**src/rtl/alu_rr_scheduler.sv**
```systemverilog
// Round-robin scheduler sharing one combinational ALU between two requesters.
// Optional grant statistics counters are enabled with the ALU_SCHED_STATS_EN macro.
module alu_rr_scheduler #(
   parameter int WIDTH   = 32,
   parameter int ALU_LAT = 1
) (
   input  logic             clk,
   input  logic             reset,
   input  logic             req0_valid,
   output logic             req0_ready,
   input  logic [WIDTH-1:0] req0_a,
   input  logic [WIDTH-1:0] req0_b,
   input  logic [4:0]       req0_ctrl,
   input  logic             req1_valid,
   output logic             req1_ready,
   input  logic [WIDTH-1:0] req1_a,
   input  logic [WIDTH-1:0] req1_b,
   input  logic [4:0]       req1_ctrl,
   output logic [WIDTH-1:0] alu_a,
   output logic [WIDTH-1:0] alu_b,
   output logic             alu_a_or_l,
   output logic             alu_s_or_u,
   output logic [2:0]       alu_opcode,
   input  logic [WIDTH-1:0] alu_result,
   output logic             rsp_valid,
   input  logic             rsp_ready,
   output logic [WIDTH-1:0] rsp_data,
   output logic             rsp_id,
   output logic             busy
`ifdef ALU_SCHED_STATS_EN
   ,
   output logic [15:0]      grant_cnt0,
   output logic [15:0]      grant_cnt1
`endif
);

   // state | meaning
   // IDLE  | arbitrating; ready pulses to the winner
   // EXEC  | ALU inputs held stable for ALU_LAT cycles
   // RESP  | result presented until rsp_ready
   typedef enum logic [1:0] {IDLE, EXEC, RESP} state_t;

   localparam logic [3:0] CNT_INIT = 4'(ALU_LAT - 1);

   state_t     state_q;
   state_t     state_d;
   logic       ptr_q;
   logic [3:0] cnt_q;
   logic       grant0;
   logic       grant1;

   // Gating with reset keeps ready low during the reset cycle itself.
   assign grant0 = (state_q == IDLE) && !reset && req0_valid && (!req1_valid || !ptr_q);
   assign grant1 = (state_q == IDLE) && !reset && req1_valid && (!req0_valid || ptr_q);

   assign req0_ready = grant0;
   assign req1_ready = grant1;
   assign busy       = (state_q != IDLE);

   always_ff @(posedge clk) begin
      if (reset) state_q <= IDLE;
      else       state_q <= state_d;
   end

   always_comb begin
      state_d = state_q;
      case (state_q)
         IDLE:    if (grant0 || grant1) state_d = EXEC;
         EXEC:    if (cnt_q == 4'd0)    state_d = RESP;
         RESP:    if (rsp_ready)        state_d = IDLE;
         default: state_d = IDLE;
      endcase
   end

   always_ff @(posedge clk) begin
      if (reset) begin
         ptr_q      <= 1'b0;
         cnt_q      <= 4'd0;
         alu_a      <= '0;
         alu_b      <= '0;
         alu_a_or_l <= 1'b0;
         alu_s_or_u <= 1'b0;
         alu_opcode <= 3'd0;
         rsp_valid  <= 1'b0;
         rsp_data   <= '0;
         rsp_id     <= 1'b0;
      end else begin
         case (state_q)
            IDLE: begin
               if (grant0) begin
                  alu_a      <= req0_a;
                  alu_b      <= req0_b;
                  alu_a_or_l <= req0_ctrl[4];
                  alu_s_or_u <= req0_ctrl[3];
                  alu_opcode <= req0_ctrl[2:0];
                  rsp_id     <= 1'b0;
                  cnt_q      <= CNT_INIT;
               end else if (grant1) begin
                  alu_a      <= req1_a;
                  alu_b      <= req1_b;
                  alu_a_or_l <= req1_ctrl[4];
                  alu_s_or_u <= req1_ctrl[3];
                  alu_opcode <= req1_ctrl[2:0];
                  rsp_id     <= 1'b1;
                  cnt_q      <= CNT_INIT;
               end
            end
            EXEC: begin
               if (cnt_q != 4'd0) begin
                  cnt_q <= cnt_q - 4'd1;
               end else begin
                  rsp_data  <= alu_result;
                  rsp_valid <= 1'b1;
               end
            end
            RESP: begin
               if (rsp_ready) begin
                  rsp_valid <= 1'b0;
                  ptr_q     <= ~rsp_id;
               end
            end
            default: ;
         endcase
      end
   end

`ifdef ALU_SCHED_STATS_EN
   always_ff @(posedge clk) begin
      if (reset) begin
         grant_cnt0 <= 16'd0;
         grant_cnt1 <= 16'd0;
      end else begin
         if (grant0 && grant_cnt0 != 16'hFFFF) grant_cnt0 <= grant_cnt0 + 16'd1;
         if (grant1 && grant_cnt1 != 16'hFFFF) grant_cnt1 <= grant_cnt1 + 16'd1;
      end
   end
`endif

endmodule
```
**config.mk**
```make
export PLATFORM = sky130hd
export DESIGN_NAME = alu_rr_scheduler
export DESIGN_NICKNAME = d
export VERILOG_FILES = /design/src/rtl/alu_rr_scheduler.sv
export SDC_FILE = /design/constraint.sdc
export NUM_CORES = 1
export LEC_CHECK = 0
export ABC_AREA = 1
export ABC_CLOCK_PERIOD_IN_PS = 1850
export CORE_ASPECT_RATIO = 0.8
export CORE_MARGIN = 2
export CORE_UTILIZATION = 38
export CTS_CLUSTER_DIAMETER = 100
export DETAILED_ROUTE_END_ITERATION = 12
export PLACE_DENSITY = 0.85
export SKIP_LAST_GASP = 1
export SYNTH_ARGS = -nofsm -noshare
export SYNTH_HDL_FRONTEND = slang
export SYNTH_SLANG_ARGS = --single-unit
```
**constraint.sdc**
```tcl
create_clock -name clk -period 1.85 [get_ports clk]
set_clock_uncertainty 0.2 [all_clocks]
set_input_delay 0.4625 -clock clk [delete_from_list [all_inputs] [get_ports clk]]
set_output_delay 0.4625 -clock clk [all_outputs]
set_load 0.02 [all_outputs]
```
# ---- Yosys cells after proc, flatten, opt, wreduce, memory -nomap -nowiden
# Cells that the tools add are included.
dict set report word_totals {
  ff_bits 110
  input_bits 175
  out_inout_bits 106
  word_cells 70
}
dict set report classes {
  addsub 1
  eq_ne 8
  mux 23
  bitwise_logic 2
  reduce_logical 25
}
# cell n
set ops {}
lappend ops {{2-to-1 mux 32 bit} 4}
lappend ops {{2-to-1 mux 4 bit} 3}
lappend ops {{AND reduction 3 bit} 3}
lappend ops {{2-to-1 mux 1 bit} 8}
lappend ops {{inequality test 2 bit (second input constant)} 4}
lappend ops {{case mux 4 bit (2 select lines)} 1}
lappend ops {{nonzero test 2 bit} 4}
lappend ops {{2-to-1 mux 2 bit} 3}
lappend ops {{2-to-1 mux 3 bit} 2}
lappend ops {{case mux 2 bit (3 select lines)} 1}
lappend ops {{AND reduction 2 bit} 3}
lappend ops {{logical AND 1 bit} 5}
lappend ops {{zero test 1 bit} 4}
lappend ops {{zero test 4 bit} 1}
lappend ops {{nonzero test 4 bit} 1}
lappend ops {{subtractor 4 x 1 -> 4 bit (second input constant)} 1}
lappend ops {{logical OR 1 bit} 3}
lappend ops {{inequality test 3 bit (second input constant)} 1}
lappend ops {{equality test 2 x 1 -> 1 bit (second input constant)} 1}
lappend ops {{equality test 2 bit (second input constant)} 1}
lappend ops {{zero test 2 bit} 1}
lappend ops {{inequality test 2 x 1 -> 1 bit (second input constant)} 1}
lappend ops {{NOT 1 bit} 2}
lappend ops {{case mux 1 bit (2 select lines)} 1}

# ---- Longest topological paths before layout
dict set report logic_depth {
  word_depth 7
  ltp_mapped 10
  depth_no_buf 8
}

# ---- Worst setup path before layout
# OpenSTA, ideal clock, no wires.
dict set report synth_timing {
  path_type {input -> output}
  startpoint {in req1_valid}
  endpoint {out req0_ready}
  t_arrival_ns 1.059
  required_time_ns 1.187
  path_slack_ns 0.128
  path_stages 4
  path_buffers 1
  path_cell_list {nand2_1 > nand2_1 > nor2_8 > buf_2}
}
dict set report synth_between {
  elab_chain_cells 3
}
# element line_no
set synth_lines {}
lappend synth_lines {{from (decl)} 14} ;# input logic req1_valid,
lappend synth_lines {{zero test 1 bit} 53} ;# assign grant0 = (state_q == IDLE) && !reset && req0_valid && (!req1_valid || !ptr_q);
lappend synth_lines {{logical OR 1 bit} 53}
lappend synth_lines {{logical AND 1 bit} 53}
lappend synth_lines {{to (decl)} 10} ;# output logic req0_ready,
# Every way passes these cells.

# ---- Worst setup path in the final report
# Ends and elaborated chain as after synthesis.

==> metrics.txt <==
dominant cell by count in the synthesized netlist=sky130_fd_sc_hd__nand2_1; number of flip-flops and latches in the synthesized netlist=between 100 and 150; fin worst setup slack=about 0.035 ns; kind of critical path=primary input to primary output; most common library cells after synthesis=361 x sky130_fd_sc_hd__nand2_1, 110 x sky130_fd_sc_hd__dfxtp_1, 74 x sky130_fd_sc_hd__a21oi_1; H-tree depth=3; CTS root buf=sky130_fd_sc_hd__clkbuf_16; required time of the critical path=1.19 ns; Port Buffers=280; number of hold-slack violations in the final timing report=0; post-synthesis async set-or-reset flop share=0%; instance area at placement=7933 um2; Seq/Total Area, Yosys=46.03%; final critical delay including setup and external delays=1.815 ns; floorplan core area=between 10000 and 15000 um2; mean number of vias per cell=4.643; clock tree from TritonCTS=done; global-route wire length before repair=roughly 24000 um; number of cells produced by synthesis=about 730; run status=complete, no violations; Final period util=98.11%; number of cell rows=36; total leakage power=4.001 nW; largest net degree at the start of global routing=75; Critical Path AT=1.15 ns; non-filler instance count after layout=between 1000 and 1500; Worst setup SP type=primary input; Setup violations, final=0; share of Yosys cell area claimed by the top area cell type=about 46%; Inserted Diodes=0; Hold Crit Start=alu_b[13]; average cell area after synthesis=around 6.6 um2; transition time at the pin with the least slew margin=0.8091 ns; start point of the critical path=req1_valid; total number of clock tree sinks=110; cell type with the highest aggregate area in the netlist=sky130_fd_sc_hd__dfxtp_1; number of DRC markers after the initial detailed-route iteration=~260; routed vias=5493; highest fanout seen on the critical path=2; cell area after synthesis=4785 um2; Final Cell Area=8267 um2; Peak Freq=~550 MHz; layout overhead on the synthesized area=72.78%; routed wire length per instance=between 10 and 15 um; die footprint=between 10000 and 15000 um2; Max rail drop VDD=between 0.4 and 0.5 mV; IO Count=between 200 and 300; leading cell types by total area after synthesis=sky130_fd_sc_hd__dfxtp_1 46%, sky130_fd_sc_hd__nand2_1 28%, sky130_fd_sc_hd__a21oi_1 7.7%; Die Wd=129.5 um; DRC Markers=0; Util after Layout=67.47%; CP max stage delay=between 0.2 and 0.3 ns; starting density of the core=between 30% and 40%; slowest cell on the critical path=sky130_fd_sc_hd__dlygate4sd2_1; hpwl dp=between 10000 and 15000 um; number of cells after detailed placement=roughly 1200; power per cell area=slightly above 800 nW/um2; Worst-Skew Late Latency=around 0.33 ns; leading register cell type out of synthesis=sky130_fd_sc_hd__dfxtp_1; post-layout net count=1184; cells along the critical path=dlygate4sd2_1, nand2_2, nand2_2, nor2_8, buf_6; DR pass1 iterations=5; gr ovfl total=0; number of distinct standard cells referenced by the synthesized netlist=21; Post-synth EDFFs=0; number of max-cap violations=0; RSZ-0062 raised after global routing=yes; sort of element at the end of the critical path=primary output; Place WS=-0.6706 ns; CP delay by family, top=buffers and inverters; number of nets still failing antenna checks after routing=0; Min-Delay Path Class=flip-flop to flip-flop; worst max-slew margin expressed relative to the limit=approximately 46%; Final Slew Violations=0; share of layout cells above drive strength 1=6.423%; clock transition at the registers of the reported paths=~0.070 ns; warnings from Yosys=0; via count of the first global-routing pass=around 5000; gp weighted congestion=approximately 0.84; antenna violations before repair=0; global routing usage summed across all routing layers=between 20% and 30%; number of buffers inserted during clock tree synthesis=9; Register-to-Register Setup Slack=0.07 ns; CP Buf/Inv Count=2; nets in the synthesized netlist=about 900; die outline height=approximately 100 um; CP dominant cell by count=sky130_fd_sc_hd__nand2_2; total power after layout=around 6.8 mW; sum of routed wire length over all layers=~16000 um; launch point of the worst reg-to-reg path=state_q[1]; Bufs on Longest Clock Path=2
[per-stage QoR]
stage	setup TNS [ns]	hold WS, ns
finish	0	0.2618
global route	-0.2599	0.2733
CTS	0	0.2636
detailed placement	-44.61	0.2542
global placement	-42.86	0.2505
floorplan	0	0.2440
[worst min-delay path: cells and delay by family, from the launching register on]
family,cells,cell delay [ns]
AOI/OAI and AO/OA,1,0.05
DFF,1,0.31
and+or+nand+nor,1,0.06
[layout by cell type, fill, tap and decap left out]
| master | n |
|---|---|
| sky130_fd_sc_hd__inv_1 | 11 |
| sky130_fd_sc_hd__o31ai_1 | 1 |
| sky130_fd_sc_hd__buf_6 | 2 |
| sky130_fd_sc_hd__a21oi_1 | 74 |
| sky130_fd_sc_hd__inv_4 | 1 |
| sky130_fd_sc_hd__inv_8 | 2 |
| sky130_fd_sc_hd__buf_16 | 1 |
| sky130_fd_sc_hd__ha_1 | 2 |
| sky130_fd_sc_hd__nand2_4 | 1 |
| sky130_fd_sc_hd__nand4_1 | 3 |
| sky130_fd_sc_hd__nand2_1 | 359 |
| sky130_fd_sc_hd__inv_6 | 1 |
| sky130_fd_sc_hd__clkdlybuf4s50_1 | 171 |
| sky130_fd_sc_hd__buf_12 | 11 |
| sky130_fd_sc_hd__dlygate4sd2_1 | 105 |
| sky130_fd_sc_hd__xnor2_1 | 1 |
| sky130_fd_sc_hd__o21ai_0 | 33 |
| sky130_fd_sc_hd__nor2_8 | 1 |
| sky130_fd_sc_hd__clkbuf_16 | 12 |
| sky130_fd_sc_hd__nand2_2 | 2 |
| sky130_fd_sc_hd__inv_2 | 1 |
| sky130_fd_sc_hd__buf_4 | 18 |
| sky130_fd_sc_hd__clkinvlp_4 | 1 |
| sky130_fd_sc_hd__nor2_1 | 72 |
| sky130_fd_sc_hd__bufinv_16 | 2 |
| sky130_fd_sc_hd__nor2_4 | 3 |
| sky130_fd_sc_hd__nor2_2 | 1 |
| sky130_fd_sc_hd__clkinv_8 | 1 |
| sky130_fd_sc_hd__buf_2 | 2 |
| sky130_fd_sc_hd__dfxtp_1 | 108 |
| sky130_fd_sc_hd__nand3_1 | 6 |
| sky130_fd_sc_hd__dfxtp_2 | 2 |
| sky130_fd_sc_hd__nand3b_1 | 1 |
[cell type report]
class	count	area [um2]
repair buffers	313	3122
clock inverters	7	115.1
clock buffers	9	225.2
well taps	171	214.0
fillers	1092	3985
flip-flops and latches	110	2205
multi-input cells	560	2335
inverters	13	51.30
[repair_timing]
action | in CTS | in global routing
hold endpoints to repair | 0 | 0
pin swaps | 2 | 3
endpoints found under the setup margin | 177 | 62
hold buffers | 0 | 0
buffers inserted | 0 | 3
gates cloned | 0 | 3
gates resized for setup | 122 | 8
[power by group]
part	leakage, nW	total [mW]	internal [mW]	switching, mW
logic	2.94	1.96	0.918	1.04
registers	0.900	2.69	2.59	0.100
clock network	0.163	2.16	1.22	0.936
[per-layer routing]
metal  vias up  share of wire [%]  track usage, %
li1       2829                  -               -
met5         -                  0               0
met4         0                1.3           5.530
met3        16                9.1           6.224
met2       206                 48           38.20
met1      2442                 41           26.61
[logic make-up (layout without fill, tap and decap cells)]
kind of cell	after synthesis	count (layout)	synth area share, %
compound gates	108	108	11.35
flops	110	110	46.03
simple gates	449	449	36.64
fa+ha+maj	2	2	0.5229
buf+inv	59	342	5.282
xor+xnor	1	1	0.1831
[registers in the layout, indices dropped and copies added (netlist names)]
name and flops:
alu_a 32, alu_a_or_l 1, alu_b 32, alu_opcode 3, alu_s_or_u 1, cnt_q 4, ptr_q 1, rsp_data 32
rsp_id 1, rsp_valid 1, state_q 2
[path summary, 6_finish.rpt]
| kind | to | cells past startpoint |
|---|---|---|
| worst max-delay path | req0_ready | 5 |
| worst min-delay path | alu_b[13] | 2 |
| worst max register to register | rsp_data[30] | 9 |
| worst min register to register | alu_b[13] | 2 |
Power figures use the tool's default switching activity.
